<file path="src/rtl/sig_relation_monitor_pkg.sv">
// Shared types for the signal-relation monitor: per-channel relation codes and FSM states.
package sig_mon_pkg;

  typedef enum logic [1:0] {REL_AND, REL_OR, REL_EQ, REL_NEQ} rel_e;

  typedef enum logic [1:0] {ST_IDLE, ST_WARMUP, ST_ACTIVE, ST_HALTED} mon_state_e;

  // Index width for a channel number; a single channel still needs one bit.
  function automatic int idx_w(input int n);
    return (n > 1) ? $clog2(n) : 1;
  endfunction

endpackage

</file>
<file path="src/rtl/sig_relation_monitor_if.sv">
// Bundle between the monitored environment (master) and the relation monitor (slave).
interface sig_relation_monitor_if
  import sig_mon_pkg::*;
#(
  parameter int NUM_CH = 4,
  parameter int CNT_W  = 8,
  parameter int TS_W   = 16
);

  localparam int CH_W = idx_w(NUM_CH);

  logic                    arm;
  logic                    clear;
  logic [2*NUM_CH-1:0]     mode;
  logic [NUM_CH-1:0]       a;
  logic [NUM_CH-1:0]       b;
  logic [NUM_CH-1:0]       fail_pulse;
  logic [NUM_CH-1:0]       fail_sticky;
  logic [NUM_CH*CNT_W-1:0] fail_cnt;
  logic                    any_fail;
  logic [CH_W-1:0]         first_ch;
  logic [TS_W-1:0]         first_ts;
  logic [TS_W-1:0]         sample_cnt;
  logic [1:0]              state;

  modport master (
    output arm, clear, mode, a, b,
    input  fail_pulse, fail_sticky, fail_cnt, any_fail, first_ch, first_ts, sample_cnt, state
  );

  modport slave (
    input  arm, clear, mode, a, b,
    output fail_pulse, fail_sticky, fail_cnt, any_fail, first_ch, first_ts, sample_cnt, state
  );

endinterface

</file>
<file path="src/rtl/sig_relation_monitor_chan.sv">
// One monitored channel: relation check, registered fail pulse, sticky flag, saturating counter.
module sig_mon_chan
  import sig_mon_pkg::*;
#(
  parameter int CNT_W = 8
) (
  input  logic             clk,
  input  logic             rst,
  input  logic             check,
  input  logic             clear,
  input  rel_e             mode,
  input  logic             a,
  input  logic             b,
  output logic             viol,
  output logic             fail_pulse,
  output logic             fail_sticky,
  output logic [CNT_W-1:0] fail_cnt
);

  logic rel_ok;

  always_comb begin
    rel_ok = 1'b1;
    case (mode)
      REL_AND: rel_ok = a & b;
      REL_OR:  rel_ok = a | b;
      REL_EQ:  rel_ok = ~(a ^ b);
      REL_NEQ: rel_ok = a ^ b;
      default: rel_ok = 1'b1;
    endcase
  end

  assign viol = check & ~rel_ok;

  // check already excludes a clearing cycle, so a clear always wins over a violation.
  always_ff @(posedge clk or posedge rst) begin
    if (rst) begin
      fail_pulse  <= 1'b0;
      fail_sticky <= 1'b0;
      fail_cnt    <= '0;
    end else if (clear) begin
      fail_pulse  <= 1'b0;
      fail_sticky <= 1'b0;
      fail_cnt    <= '0;
    end else begin
      fail_pulse <= viol;
      if (viol) begin
        fail_sticky <= 1'b1;
        if (fail_cnt != '1)
          fail_cnt <= fail_cnt + 1'b1;
      end
    end
  end

endmodule

</file>
<file path="src/rtl/sig_relation_monitor.sv">
// Runtime relation checker: arm/warm-up FSM, sample counter and first-failure capture
// around NUM_CH per-channel checkers.
module sig_relation_monitor
  import sig_mon_pkg::*;
#(
  parameter int NUM_CH       = 4,
  parameter int CNT_W        = 8,
  parameter int TS_W         = 16,
  parameter int WARMUP       = 2,
  parameter int STOP_ON_FAIL = 0
) (
  input  logic                 clk,
  input  logic                 rst,
  sig_relation_monitor_if.slave mon
);

  localparam int CH_W   = idx_w(NUM_CH);
  localparam int WARM_W = (WARMUP > 1) ? $clog2(WARMUP) : 1;
  localparam logic [TS_W-1:0] TS_MAX = '1;

  mon_state_e              state, state_nxt;
  logic [WARM_W-1:0]       warm_cnt, warm_nxt;
  logic                    check;
  logic [NUM_CH-1:0]       viol;
  logic                    any_viol;
  logic [CH_W-1:0]         first_idx;
  logic                    first_vld;
  logic [CH_W-1:0]         first_ch;
  logic [TS_W-1:0]         first_ts;
  logic [TS_W-1:0]         sample_cnt;
  logic [NUM_CH-1:0]       pulse;
  logic [NUM_CH-1:0]       sticky;
  logic [NUM_CH*CNT_W-1:0] cnt;

  assign check    = (state == ST_ACTIVE) && mon.arm && !mon.clear;
  assign any_viol = |viol;

  always_ff @(posedge clk or posedge rst) begin
    if (rst) begin
      state    <= ST_IDLE;
      warm_cnt <= '0;
    end else begin
      state    <= state_nxt;
      warm_cnt <= warm_nxt;
    end
  end

  // The arming edge is the first ignored sample, so WARMUP holds for WARMUP-1 further edges.
  always_comb begin
    state_nxt = state;
    warm_nxt  = warm_cnt;
    if (!mon.arm) begin
      state_nxt = ST_IDLE;
    end else begin
      case (state)
        ST_IDLE: begin
          if (WARMUP > 1) begin
            state_nxt = ST_WARMUP;
            warm_nxt  = WARM_W'(WARMUP - 2);
          end else begin
            state_nxt = ST_ACTIVE;
          end
        end
        ST_WARMUP: begin
          if (warm_cnt == '0)
            state_nxt = ST_ACTIVE;
          else
            warm_nxt = warm_cnt - 1'b1;
        end
        ST_ACTIVE:  if ((STOP_ON_FAIL != 0) && any_viol) state_nxt = ST_HALTED;
        ST_HALTED:  if (mon.clear) state_nxt = ST_IDLE;
        default:    state_nxt = ST_IDLE;
      endcase
    end
  end

  always_comb begin
    first_idx = '0;
    for (int i = NUM_CH - 1; i >= 0; i--)
      if (viol[i]) first_idx = CH_W'(i);
  end

  always_ff @(posedge clk or posedge rst) begin
    if (rst) begin
      sample_cnt <= '0;
      first_vld  <= 1'b0;
      first_ch   <= '0;
      first_ts   <= '0;
    end else if (mon.clear) begin
      sample_cnt <= '0;
      first_vld  <= 1'b0;
      first_ch   <= '0;
      first_ts   <= '0;
    end else if (check) begin
      if (sample_cnt != TS_MAX)
        sample_cnt <= sample_cnt + 1'b1;
      if (any_viol && !first_vld) begin
        first_vld <= 1'b1;
        first_ch  <= first_idx;
        first_ts  <= sample_cnt;
      end
    end
  end

  for (genvar g = 0; g < NUM_CH; g++) begin : g_ch
    sig_mon_chan #(.CNT_W(CNT_W)) u_chan (
      .clk         (clk),
      .rst         (rst),
      .check       (check),
      .clear       (mon.clear),
      .mode        (rel_e'(mon.mode[2*g +: 2])),
      .a           (mon.a[g]),
      .b           (mon.b[g]),
      .viol        (viol[g]),
      .fail_pulse  (pulse[g]),
      .fail_sticky (sticky[g]),
      .fail_cnt    (cnt[g*CNT_W +: CNT_W])
    );
  end

  assign mon.fail_pulse  = pulse;
  assign mon.fail_sticky = sticky;
  assign mon.fail_cnt    = cnt;
  assign mon.any_fail    = |sticky;
  assign mon.first_ch    = first_ch;
  assign mon.first_ts    = first_ts;
  assign mon.sample_cnt  = sample_cnt;
  assign mon.state       = state;

endmodule

</file>
<file path="src/flat_wrapper.sv">
// flat-port wrapper written by rule: the top's interface ports become plain ports
module sig_relation_monitor_flat import sig_mon_pkg::*;
#(
  parameter int NUM_CH       = 4,
  parameter int CNT_W        = 8,
  parameter int TS_W         = 16,
  parameter int WARMUP       = 2,
  parameter int STOP_ON_FAIL = 0
)
  (clk, rst, mon_arm, mon_clear, mon_mode, mon_a, mon_b, mon_fail_pulse, mon_fail_sticky, mon_fail_cnt, mon_any_fail, mon_first_ch, mon_first_ts, mon_sample_cnt, mon_state);
  sig_relation_monitor_if #(.NUM_CH(NUM_CH), .CNT_W(CNT_W), .TS_W(TS_W)) mon_i ();
  input  logic clk;
  input  logic rst;
  input wire logic [$bits(mon_i.arm)-1:0] mon_arm;
  input wire logic [$bits(mon_i.clear)-1:0] mon_clear;
  input wire logic [$bits(mon_i.mode)-1:0] mon_mode;
  input wire logic [$bits(mon_i.a)-1:0] mon_a;
  input wire logic [$bits(mon_i.b)-1:0] mon_b;
  output wire logic [$bits(mon_i.fail_pulse)-1:0] mon_fail_pulse;
  output wire logic [$bits(mon_i.fail_sticky)-1:0] mon_fail_sticky;
  output wire logic [$bits(mon_i.fail_cnt)-1:0] mon_fail_cnt;
  output wire logic [$bits(mon_i.any_fail)-1:0] mon_any_fail;
  output wire logic [$bits(mon_i.first_ch)-1:0] mon_first_ch;
  output wire logic [$bits(mon_i.first_ts)-1:0] mon_first_ts;
  output wire logic [$bits(mon_i.sample_cnt)-1:0] mon_sample_cnt;
  output wire logic [$bits(mon_i.state)-1:0] mon_state;
  assign mon_i.arm = mon_arm;
  assign mon_i.clear = mon_clear;
  assign mon_i.mode = mon_mode;
  assign mon_i.a = mon_a;
  assign mon_i.b = mon_b;
  assign mon_fail_pulse = mon_i.fail_pulse;
  assign mon_fail_sticky = mon_i.fail_sticky;
  assign mon_fail_cnt = mon_i.fail_cnt;
  assign mon_any_fail = mon_i.any_fail;
  assign mon_first_ch = mon_i.first_ch;
  assign mon_first_ts = mon_i.first_ts;
  assign mon_sample_cnt = mon_i.sample_cnt;
  assign mon_state = mon_i.state;
  sig_relation_monitor #(.NUM_CH(NUM_CH), .CNT_W(CNT_W), .TS_W(TS_W), .WARMUP(WARMUP), .STOP_ON_FAIL(STOP_ON_FAIL)) u_core (.clk(clk), .rst(rst), .mon(mon_i));
endmodule
</file>
<file path="config.mk">
export PLATFORM = sky130hd
export DESIGN_NAME = sig_relation_monitor_flat
export DESIGN_NICKNAME = d
export VERILOG_FILES = /design/src/rtl/sig_relation_monitor_pkg.sv /design/src/rtl/sig_relation_monitor_if.sv /design/src/rtl/sig_relation_monitor_chan.sv /design/src/rtl/sig_relation_monitor.sv /design/src/flat_wrapper.sv
export SDC_FILE = /design/constraint.sdc
export NUM_CORES = 1
export LEC_CHECK = 0
export CORE_MARGIN = 3
export CORE_UTILIZATION = 54
export CTS_BUF_LIST = sky130_fd_sc_hd__clkbuf_4 sky130_fd_sc_hd__clkbuf_8 sky130_fd_sc_hd__clkbuf_16
export DETAILED_ROUTE_END_ITERATION = 6
export PLACE_DENSITY = 0.85
export SETUP_SLACK_MARGIN = 0.05
export SKIP_CTS_REPAIR_TIMING = 1
export SLEW_MARGIN = 20
export SYNTH_ARGS = -nofsm -noshare
export SYNTH_HDL_FRONTEND = slang
export SYNTH_HIERARCHICAL = 1
export SYNTH_SLANG_ARGS = --single-unit
</file>
<file path="constraint.sdc">
create_clock -name clk -period 6.6 [get_ports clk]
set_clock_uncertainty 0.1 [all_clocks]
set_input_delay 1.32 -clock clk [delete_from_list [all_inputs] [get_ports clk]]
set_output_delay 1.32 -clock clk [all_outputs]
set_load 0.02 [all_outputs]
</file>
==> results of run 1 <==
[final cells by class]
class | count | area [um2] | area share
Clock inverter | 7 | 60.1 | 0.0111
Sequential cell | 77 | 1930 | 0.357
Timing Repair Buffer | 99 | 978 | 0.181
Inverter | 25 | 93.8 | 0.0174
Tap cell | 99 | 124 | 0.0229
Clock buffer | 9 | 124 | 0.0229
Multi-Input combinational cell | 303 | 2100 | 0.388
[stage by stage]
step	cells	cell area, um2	power (uW)	setup WS [ns]
3_5_place_dp	603	5220	637	1.96
4_1_cts	619	5400	967	2.33
3_3_place_gp	603	5220	629	2.09
6_report	619	5400	958	2.30
5_1_grt	619	5400	1000	1.99
2_1_floorplan	422	4210	584	2.67
[state kept, by name, summed over array words and instances (netlist names)]
| signal | count |
|---|---|
| u_core/g_ch.u_chan/fail_cnt | 32 |
| u_core/mon.first_ts | 16 |
| u_core/mon.sample_cnt | 16 |
| u_core/g_ch.u_chan/fail_pulse | 4 |
| u_core/g_ch.u_chan/fail_sticky | 4 |
| u_core/mon.first_ch | 2 |
| u_core/mon.state | 2 |
| u_core/first_vld | 1 |
[worst paths after layout]
path	startpoint	to	cells after the start
setup / recovery	mon_arm	u_core/mon.first_ts[12]$_DFFE_PP0P_	10
hold / removal	u_core/mon.first_ts[7]$_DFFE_PP0P_	u_core/mon.first_ts[7]$_DFFE_PP0P_	1
setup reg to reg	u_core/mon.state[0]$_DFFE_PP0P_	u_core/mon.first_ts[12]$_DFFE_PP0P_	11
hold reg to reg	u_core/mon.first_ts[7]$_DFFE_PP0P_	u_core/mon.first_ts[7]$_DFFE_PP0P_	1
max in group asynchronous	rst	u_core/mon.state[1]$_DFFE_PP0P_	3
min in group asynchronous	rst	u_core/g_ch[1].u_chan/fail_cnt[6]$_DFFE_PP0P_	2
[power by group]
group | internal, uW | total [uW] | switching (uW)
Clock | 141 | 329 | 188
Sequential | 480 | 491 | 11.6
Combinational | 60.4 | 138 | 77.5
[worst max-delay path: stages]
cell                              delay (ns)
sky130_fd_sc_hd__clkdlybuf4s50_1        0.49
sky130_fd_sc_hd__nand2_1                0.24
sky130_fd_sc_hd__nor2_1                 0.22
sky130_fd_sc_hd__nor4b_4                0.19
sky130_fd_sc_hd__nor2_2                 0.21
sky130_fd_sc_hd__inv_1                  0.24
sky130_fd_sc_hd__nor4_1                 0.54
sky130_fd_sc_hd__nor3_1                 0.11
sky130_fd_sc_hd__nor2_2                 0.64
sky130_fd_sc_hd__a22o_1                 0.27
[logic make-up after synthesis]
group | Yosys count | synth area share
DFF | 77 | 0.458
and+or+nand+nor | 174 | 0.250
adders and majority gates | 16 | 0.0476
AOI/OAI and AO/OA | 95 | 0.158
muxes | 10 | 0.0262
xor gates and xnor gates | 8 | 0.0167
buffers and inverters | 42 | 0.0431
[routing by layer]
metal,up-vias,wire (um)
li1,1715,-
met1,1791,4420
met2,135,4880
met3,18,542
met4,0,209
met5,-,0
[cells in the final DEF (no fill, tap or decap), drive strengths merged, types with 7 or more instances in the layout]
master / n
nand2b: 11
or4: 8
ha: 16
clkbuf: 9
inv: 27
dfrtp: 77
nor2: 53
a21oi: 31
nand2: 21
a31oi: 13
nand3: 25
clkdlybuf4s50: 95
nor2b: 19
a211oi: 10
a22o: 18
xor2: 7
==> results by group, run 1 <==
Run status
  – Run status: finished clean

Timing
  – Tightest Pin Transition: 0.812 ns
  – Setup repair after global routing missed its margin: no
  – Hold slack final: 0.410 ns
  – Final count of negative-setup-slack endpoints: 0
  – Final period util: 0.651
  – Number of pins with negative max-slew slack in the final report: 0
  – Setup TNS: 0 ns
  – Relative slew slack: 0.458
  – Final min period: 4.30 ns
  – Count of endpoints failing hold in the final timing report: 0
  – F_max: 0.233 GHz

Global route
  – GR Util met1: 0.336
  – Global-route wire length before repair: 17.3 mm
  – Gr busiest metal: met2
  – Global routing usage on met3: 0.0409
  – Number of global-route vias before repair: between 3,000 and 4,000
  – Met2 capacity usage during global routing: 0.378
  – Number of antenna violations at the first check in global routing: 0
  – Total GRT Usage: 0.242
  – Final global-route overflow total: 0
  – Maximum number of pins on one net before global-route repair: 75

Routing
  – Starting DRC count in detailed routing: 240
  – DR vias/cell: 5.91
  – Routed Antenna Nets: 0
  – Residual DRC: 0
  – Post-Route WL: 10.1 mm
  – Length of the first detailed-routing pass in iterations: 4
  – Via Count: 3,659
  – Routed wire length per instance: 16.2 um

Floorplanning
  – I/O pin count: 97
  – Std cell rows: 31
  – Effective utilization at floorplan: 0.568
  – Floorplan Core Area: roughly 7400 um2
  – Die Width: 94.2 um
  – Total Die Area: roughly 9000 um2
  – Die boundary height: between 90 and 100 um

Clocking
  – Worst-Skew Late Latency: 0.35 ns
  – H-tree depth: 3
  – Clock transition at the register clock pins on the worst setup and hold paths after CTS: 0.09 ns
  – Number of sinks on the clock net: 77
  – Number of clock buffers inserted by TritonCTS: 9
  – Clk Tree Root Cell: sky130_fd_sc_hd__clkbuf_8
  – Worst-case clock buffer depth: 2
  – TritonCTS clock tree: built

Synthesis
  – Most frequent cells after synthesis: 77 x sky130_fd_sc_hd__dfrtp_1, 48 x sky130_fd_sc_hd__nor2_1, 31 x sky130_fd_sc_hd__a21oi_1, 25 x sky130_fd_sc_hd__inv_1, 24 x sky130_fd_sc_hd__nand3_1
  – Number of nets in the synthesized netlist: between 400 and 500
  – Commonest register cell after synthesis: sky130_fd_sc_hd__dfrtp_1
  – Gate count after technology mapping: 422
  – Syn Std Cell Area: around 4200 um2
  – Cells taking the most area after synthesis: sky130_fd_sc_hd__dfrtp_1 46%, sky130_fd_sc_hd__ha_1 4.8%, sky130_fd_sc_hd__nor2_1 4.3%, sky130_fd_sc_hd__a22o_1 3.7%, sky130_fd_sc_hd__a21oi_1 3.7%
  – Number of warnings reported in the yosys synthesis log: 6
  – Number of distinct library cells after synthesis: 46
  – Library cell with the largest summed area after synthesis: sky130_fd_sc_hd__dfrtp_1
  – Fraction of the yosys area taken by sequential cells: 0.458
  – Post-synth EDFFs: 0
  – Share of the synthesized area in the top cell type: 0.458
  – Flip-flop and latch count after synthesis: 77
  – Mean cell area of the mapped netlist: 9.97 um2
  – Library cell with the highest instance count after synthesis: sky130_fd_sc_hd__dfrtp_1
  – Async set-reset flop share out of synthesis: 1.00

Final layout
  – Layout cells sized above 1: 0.0865
  – Number of nets in the finished design: 551
  – P&R area growth vs syn: 28.5%
  – Core occupancy in the finished layout: 0.729
  – Filler Cell Count: 556
  – Count of antenna diodes in the layout: 0

Placement
  – Detailed Place HPWL: just over 7 mm
  – Buffers on Ports: 96
  – RD Place Congestion: 0.860

Pwr
  – Cell Pwr Density: 177 nW/um2
  – Static power due to leakage: 0.00232 uW
  – Highest ir drop seen on vdd: 103 uV

Critical path
  – Data arrival at the endpoint of the critical path: 4.49 ns
  – Type of the setup path with the least slack: input pin to register
  – Register-to-register setup slack: 3.03 ns
  – Required time reported for the critical path endpoint: 6.79 ns
  – Kind of launch point of the worst setup path: input pin
  – Category of the worst setup path capture point: register
  – Largest fanout on the critical path: 18

Job
  – Max-Cap Viols: 0

Min path
  – Worst min path class: register to register
No activity file was read; power rests on OpenSTA's default activity.
==> run 2: changes to the inputs <==
--- a/config.mk
+++ b/config.mk
@@ -6,10 +6,10 @@
 export NUM_CORES = 1
 export LEC_CHECK = 0
 export CORE_MARGIN = 3
-export CORE_UTILIZATION = 54
+export CORE_UTILIZATION = 51
 export CTS_BUF_LIST = sky130_fd_sc_hd__clkbuf_4 sky130_fd_sc_hd__clkbuf_8 sky130_fd_sc_hd__clkbuf_16
 export DETAILED_ROUTE_END_ITERATION = 6
-export PLACE_DENSITY = 0.85
+export PLACE_DENSITY = 0.81
 export SETUP_SLACK_MARGIN = 0.05
 export SKIP_CTS_REPAIR_TIMING = 1
 export SLEW_MARGIN = 20
==> constraint.sdc (replaced) <==
create_clock -name clk -period 4.1 [get_ports clk]
set_clock_uncertainty 0.1 [all_clocks]
set_input_delay 0.82 -clock clk [delete_from_list [all_inputs] [get_ports clk]]
set_output_delay 0.82 -clock clk [all_outputs]
set_load 0.02 [all_outputs]
==> run 2 against run 1 <==
Compared with the run above: core utilization down 3.3 points; sequential share of layout area down 0.41 points; worst setup slack worse by 1.5 ns; first-iteration DRC count down 1.7%; register-to-register slack worse by 1.9 ns; non-clock buffer count up 5; via count up 0.68%; critical path type unchanged; largest power group unchanged.
==> results by group, run 2 (synthesis results as in run 1) <==
Timing
  – F_max: roughly 0.31 GHz
  – Tightest Pin Transition: 0.756 ns (was 0.812 ns)
  – Final min period: 3.27 ns
  – Setup TNS: 0 ns (unchanged)
  – Number of pins with negative max-slew slack in the final report: 0 (unchanged)
  – Count of endpoints failing hold in the final timing report: 0 (unchanged)
  – Relative slew slack: 0.496 (was 0.458)
  – Final count of negative-setup-slack endpoints: 0 (unchanged)
  – Final period util: 0.797
  – Setup repair after global routing missed its margin: no (unchanged)
  – Hold slack final: 0.411 ns (was 0.410 ns)

Floorplanning
  – Die Width: 96.8 um (was 94.2 um)
  – Die boundary height: 96.8 um (was 94.2 um)
  – Floorplan Core Area: 7850 um2 (was 7410 um2)
  – Total Die Area: 9370 um2 (was 8880 um2)
  – Std cell rows: 32 (was 31)
  – I/O pin count: 97 (unchanged)
  – Effective utilization at floorplan: 0.536 (was 0.568)

Critical path
  – Register-to-register setup slack: 1.11 ns (was 3.03 ns)
  – Worst r2r dst: u_core/mon.first_ch[0]$_DFFE_PP0P_ (was u_core/mon.first_ts[12]$_DFFE_PP0P_)
  – Logic depth of the worst register-to-register path: 12 (was 11)
  – Required time reported for the critical path endpoint: 4.25 ns (was 6.79 ns)
  – Kind of launch point of the worst setup path: input pin (unchanged)
  – Type of the setup path with the least slack: input pin to register (unchanged)
  – Worst R2R Start: u_core/mon.state[0]$_DFFE_PP0P_ (unchanged)
  – Data arrival at the endpoint of the critical path: 3.42 ns (was 4.49 ns)
  – Category of the worst setup path capture point: register (unchanged)
  – Largest fanout on the critical path: 18 (unchanged)
  – Critical path destination: u_core/mon.first_ts[1]$_DFFE_PP0P_ (was u_core/mon.first_ts[12]$_DFFE_PP0P_)
  – Worst setup startpoint: mon_arm (unchanged)

Clocking
  – Number of clock buffers inserted by TritonCTS: 9 (unchanged)
  – Number of sinks on the clock net: 77 (unchanged)
  – Worst-case clock buffer depth: 2 (unchanged)
  – Worst-Skew Late Latency: 0.36 ns (was 0.35 ns)
  – Clk Tree Root Cell: sky130_fd_sc_hd__clkbuf_8 (unchanged)
  – Clock transition at the register clock pins on the worst setup and hold paths after CTS: 0.09 ns (about the same)
  – TritonCTS clock tree: built (unchanged)
  – H-tree depth: 3 (unchanged)

Global route
  – Final global-route overflow total: 0 (unchanged)
  – Global-route wire length before repair: 17.9 mm (was 17.3 mm)
  – Total GRT Usage: 0.228 (was 0.242)
  – Maximum number of pins on one net before global-route repair: 75 (unchanged)
  – Number of global-route vias before repair: 3,726 (was 3,543)
  – Number of antenna violations at the first check in global routing: 0 (unchanged)

Final layout
  – Fin area: 5470 um2 (was 5400 um2)
  – Largest reg by FF count: u_core/g_ch.u_chan/fail_cnt (unchanged)
  – Most frequent standard cell in the layout excluding fill and tap cells: sky130_fd_sc_hd__clkdlybuf4s50_1 (unchanged)
  – Count of antenna diodes in the layout: 0 (unchanged)
  – Number of nets in the finished design: 556 (was 551)
  – Max reg flops: 32 (unchanged)
  – Layout cells sized above 1: 0.0952 (was 0.0865)
  – Commonest cells after routing, fill and taps aside: 95 x sky130_fd_sc_hd__clkdlybuf4s50_1, 77 x sky130_fd_sc_hd__dfrtp_1, 48 x sky130_fd_sc_hd__nor2_1, 31 x sky130_fd_sc_hd__a21oi_1, 25 x sky130_fd_sc_hd__inv_1 (unchanged)
  – Filler Cell Count: 642 (was 556)
  – Core occupancy in the finished layout: 0.697 (was 0.729)
  – P&R area growth vs syn: 30.0% (was 28.5%)
  – Registers with the most flip-flops: u_core/g_ch.u_chan/fail_cnt (32), u_core/mon.first_ts (16), u_core/mon.sample_cnt (16) (unchanged)

Placement
  – Cell Area, Placed: 5260 um2 (was 5220 um2)
  – Detailed Place HPWL: 7.35 mm (was 7.06 mm)
  – RD Place Congestion: 0.873 (was 0.860)
  – Buffers on Ports: 96 (unchanged)

Run status
  – Run status: finished clean (unchanged)

Routing
  – Residual DRC: 0 (unchanged)
  – Via Count: 3,684 (was 3,659)
  – Routed met3 length: 710 um (was 542 um)
  – Length of the first detailed-routing pass in iterations: 4 (unchanged)
  – Post-Route WL: 10.4 mm (was 10.1 mm)
  – DR vias/cell: 5.88 (was 5.91)
  – Highest signal layer in the routed design: met4 (unchanged)
  – Routed metal-1 wire length: 4.57 mm (was 4.42 mm)
  – Starting DRC count in detailed routing: 236 (was 240)
  – Met2 wire length: 4.91 mm (was 4.88 mm)
  – Routed Antenna Nets: 0 (unchanged)
  – Routed wire length per instance: 16.6 um (was 16.2 um)

Pwr
  – Highest ir drop seen on vdd: 157 uV (was 103 uV)
  – Switching power share of the total: 0.281 (was 0.289)
  – Proportion of power drawn by the clock network: 0.374 (was 0.343)
  – Cell Pwr Density: 296 nW/um2 (was 177 nW/um2)
  – Static power due to leakage: 0.00236 uW (was 0.00232 uW)
  – Net load switching power: 454 uW (was 277 uW)
  – Flop pwr share: 0.489 (was 0.513)
  – Cell Int Power: 1160 uW (was 682 uW)
  – Share of power burned in combinational logic: 0.138 (was 0.144)

Min path
  – Worst min path class: register to register (unchanged)
  – Start point of the worst hold path: u_core/mon.first_ts[7]$_DFFE_PP0P_ (unchanged)

Job
  – Max-Cap Viols: 0 (unchanged)
-- run 2: layout make-up --
class,instances,area [um2],share of cell area
Clock buffer,9,124,0.0227
Tap cell,102,128,0.0233
Multi-Input combinational cell,303,2100,0.384
Timing Repair Buffer,104,1020,0.186
Sequential cell,77,1930,0.352
Clock inverter,7,81.3,0.0149
Inverter,25,93.8,0.0172
-- run 2: worst min-delay path by stage --
| stage | end | slack, ns | cells past startpoint |
|---|---|---|---|
| after floorplan | u_core/first_vld$_DFFE_PP0P_ | 0.41 | 2 |
| after global routing | u_core/mon.first_ts[12]$_DFFE_PP0P_ | 0.43 | 1 |
| after CTS | u_core/mon.first_ts[6]$_DFFE_PP0P_ | 0.41 | 1 |
| after global placement | u_core/mon.first_ts[0]$_DFFE_PP0P_ | 0.39 | 1 |
| final | u_core/mon.first_ts[7]$_DFFE_PP0P_ | 0.41 | 1 |
| after detailed placement | u_core/mon.first_ts[7]$_DFFE_PP0P_ | 0.39 | 1 |
-- run 2: per-stage QoR --
stage                     cells  setup slack [ns]  total power [uW]
after detailed placement    611             0.417              1030
after floorplan             422             0.666               940
after global routing        627             0.627              1690
after global placement      611             0.518              1020
final                       627             0.833              1620
after CTS                   627             0.796              1630
-- run 2: power by group through the flow --
stage | clock network [uW] | registers, uW | logic, uW
final | 604 | 790 | 223
after global routing | 652 | 793 | 243
after CTS | 618 | 790 | 225
after detailed placement | 0 | 805 | 225
after global placement | 0 | 805 | 215
after floorplan | 0 | 818 | 123
-- run 2: routing by layer --
layer / track usage / vias to the layer above
met5: 0 / -
met3: 0.0512 / 24
met2: 0.354 / 151
met4: 0.0886 / 0
li1: - / 1727
met1: 0.311 / 1782
-- run 2: worst max-delay path, stage by stage --
cell and delay [ns]:
sky130_fd_sc_hd__clkdlybuf4s50_1 0.58, sky130_fd_sc_hd__nand2_1 0.21, sky130_fd_sc_hd__nor2_1 0.50, sky130_fd_sc_hd__nor4b_4 0.31
sky130_fd_sc_hd__nor2_2 0.10, sky130_fd_sc_hd__inv_1 0.08, sky130_fd_sc_hd__nor4_1 0.08, sky130_fd_sc_hd__nor3_1 0.20
sky130_fd_sc_hd__nor2_2 0.04, sky130_fd_sc_hd__buf_4 0.22, sky130_fd_sc_hd__a22o_1 0.25
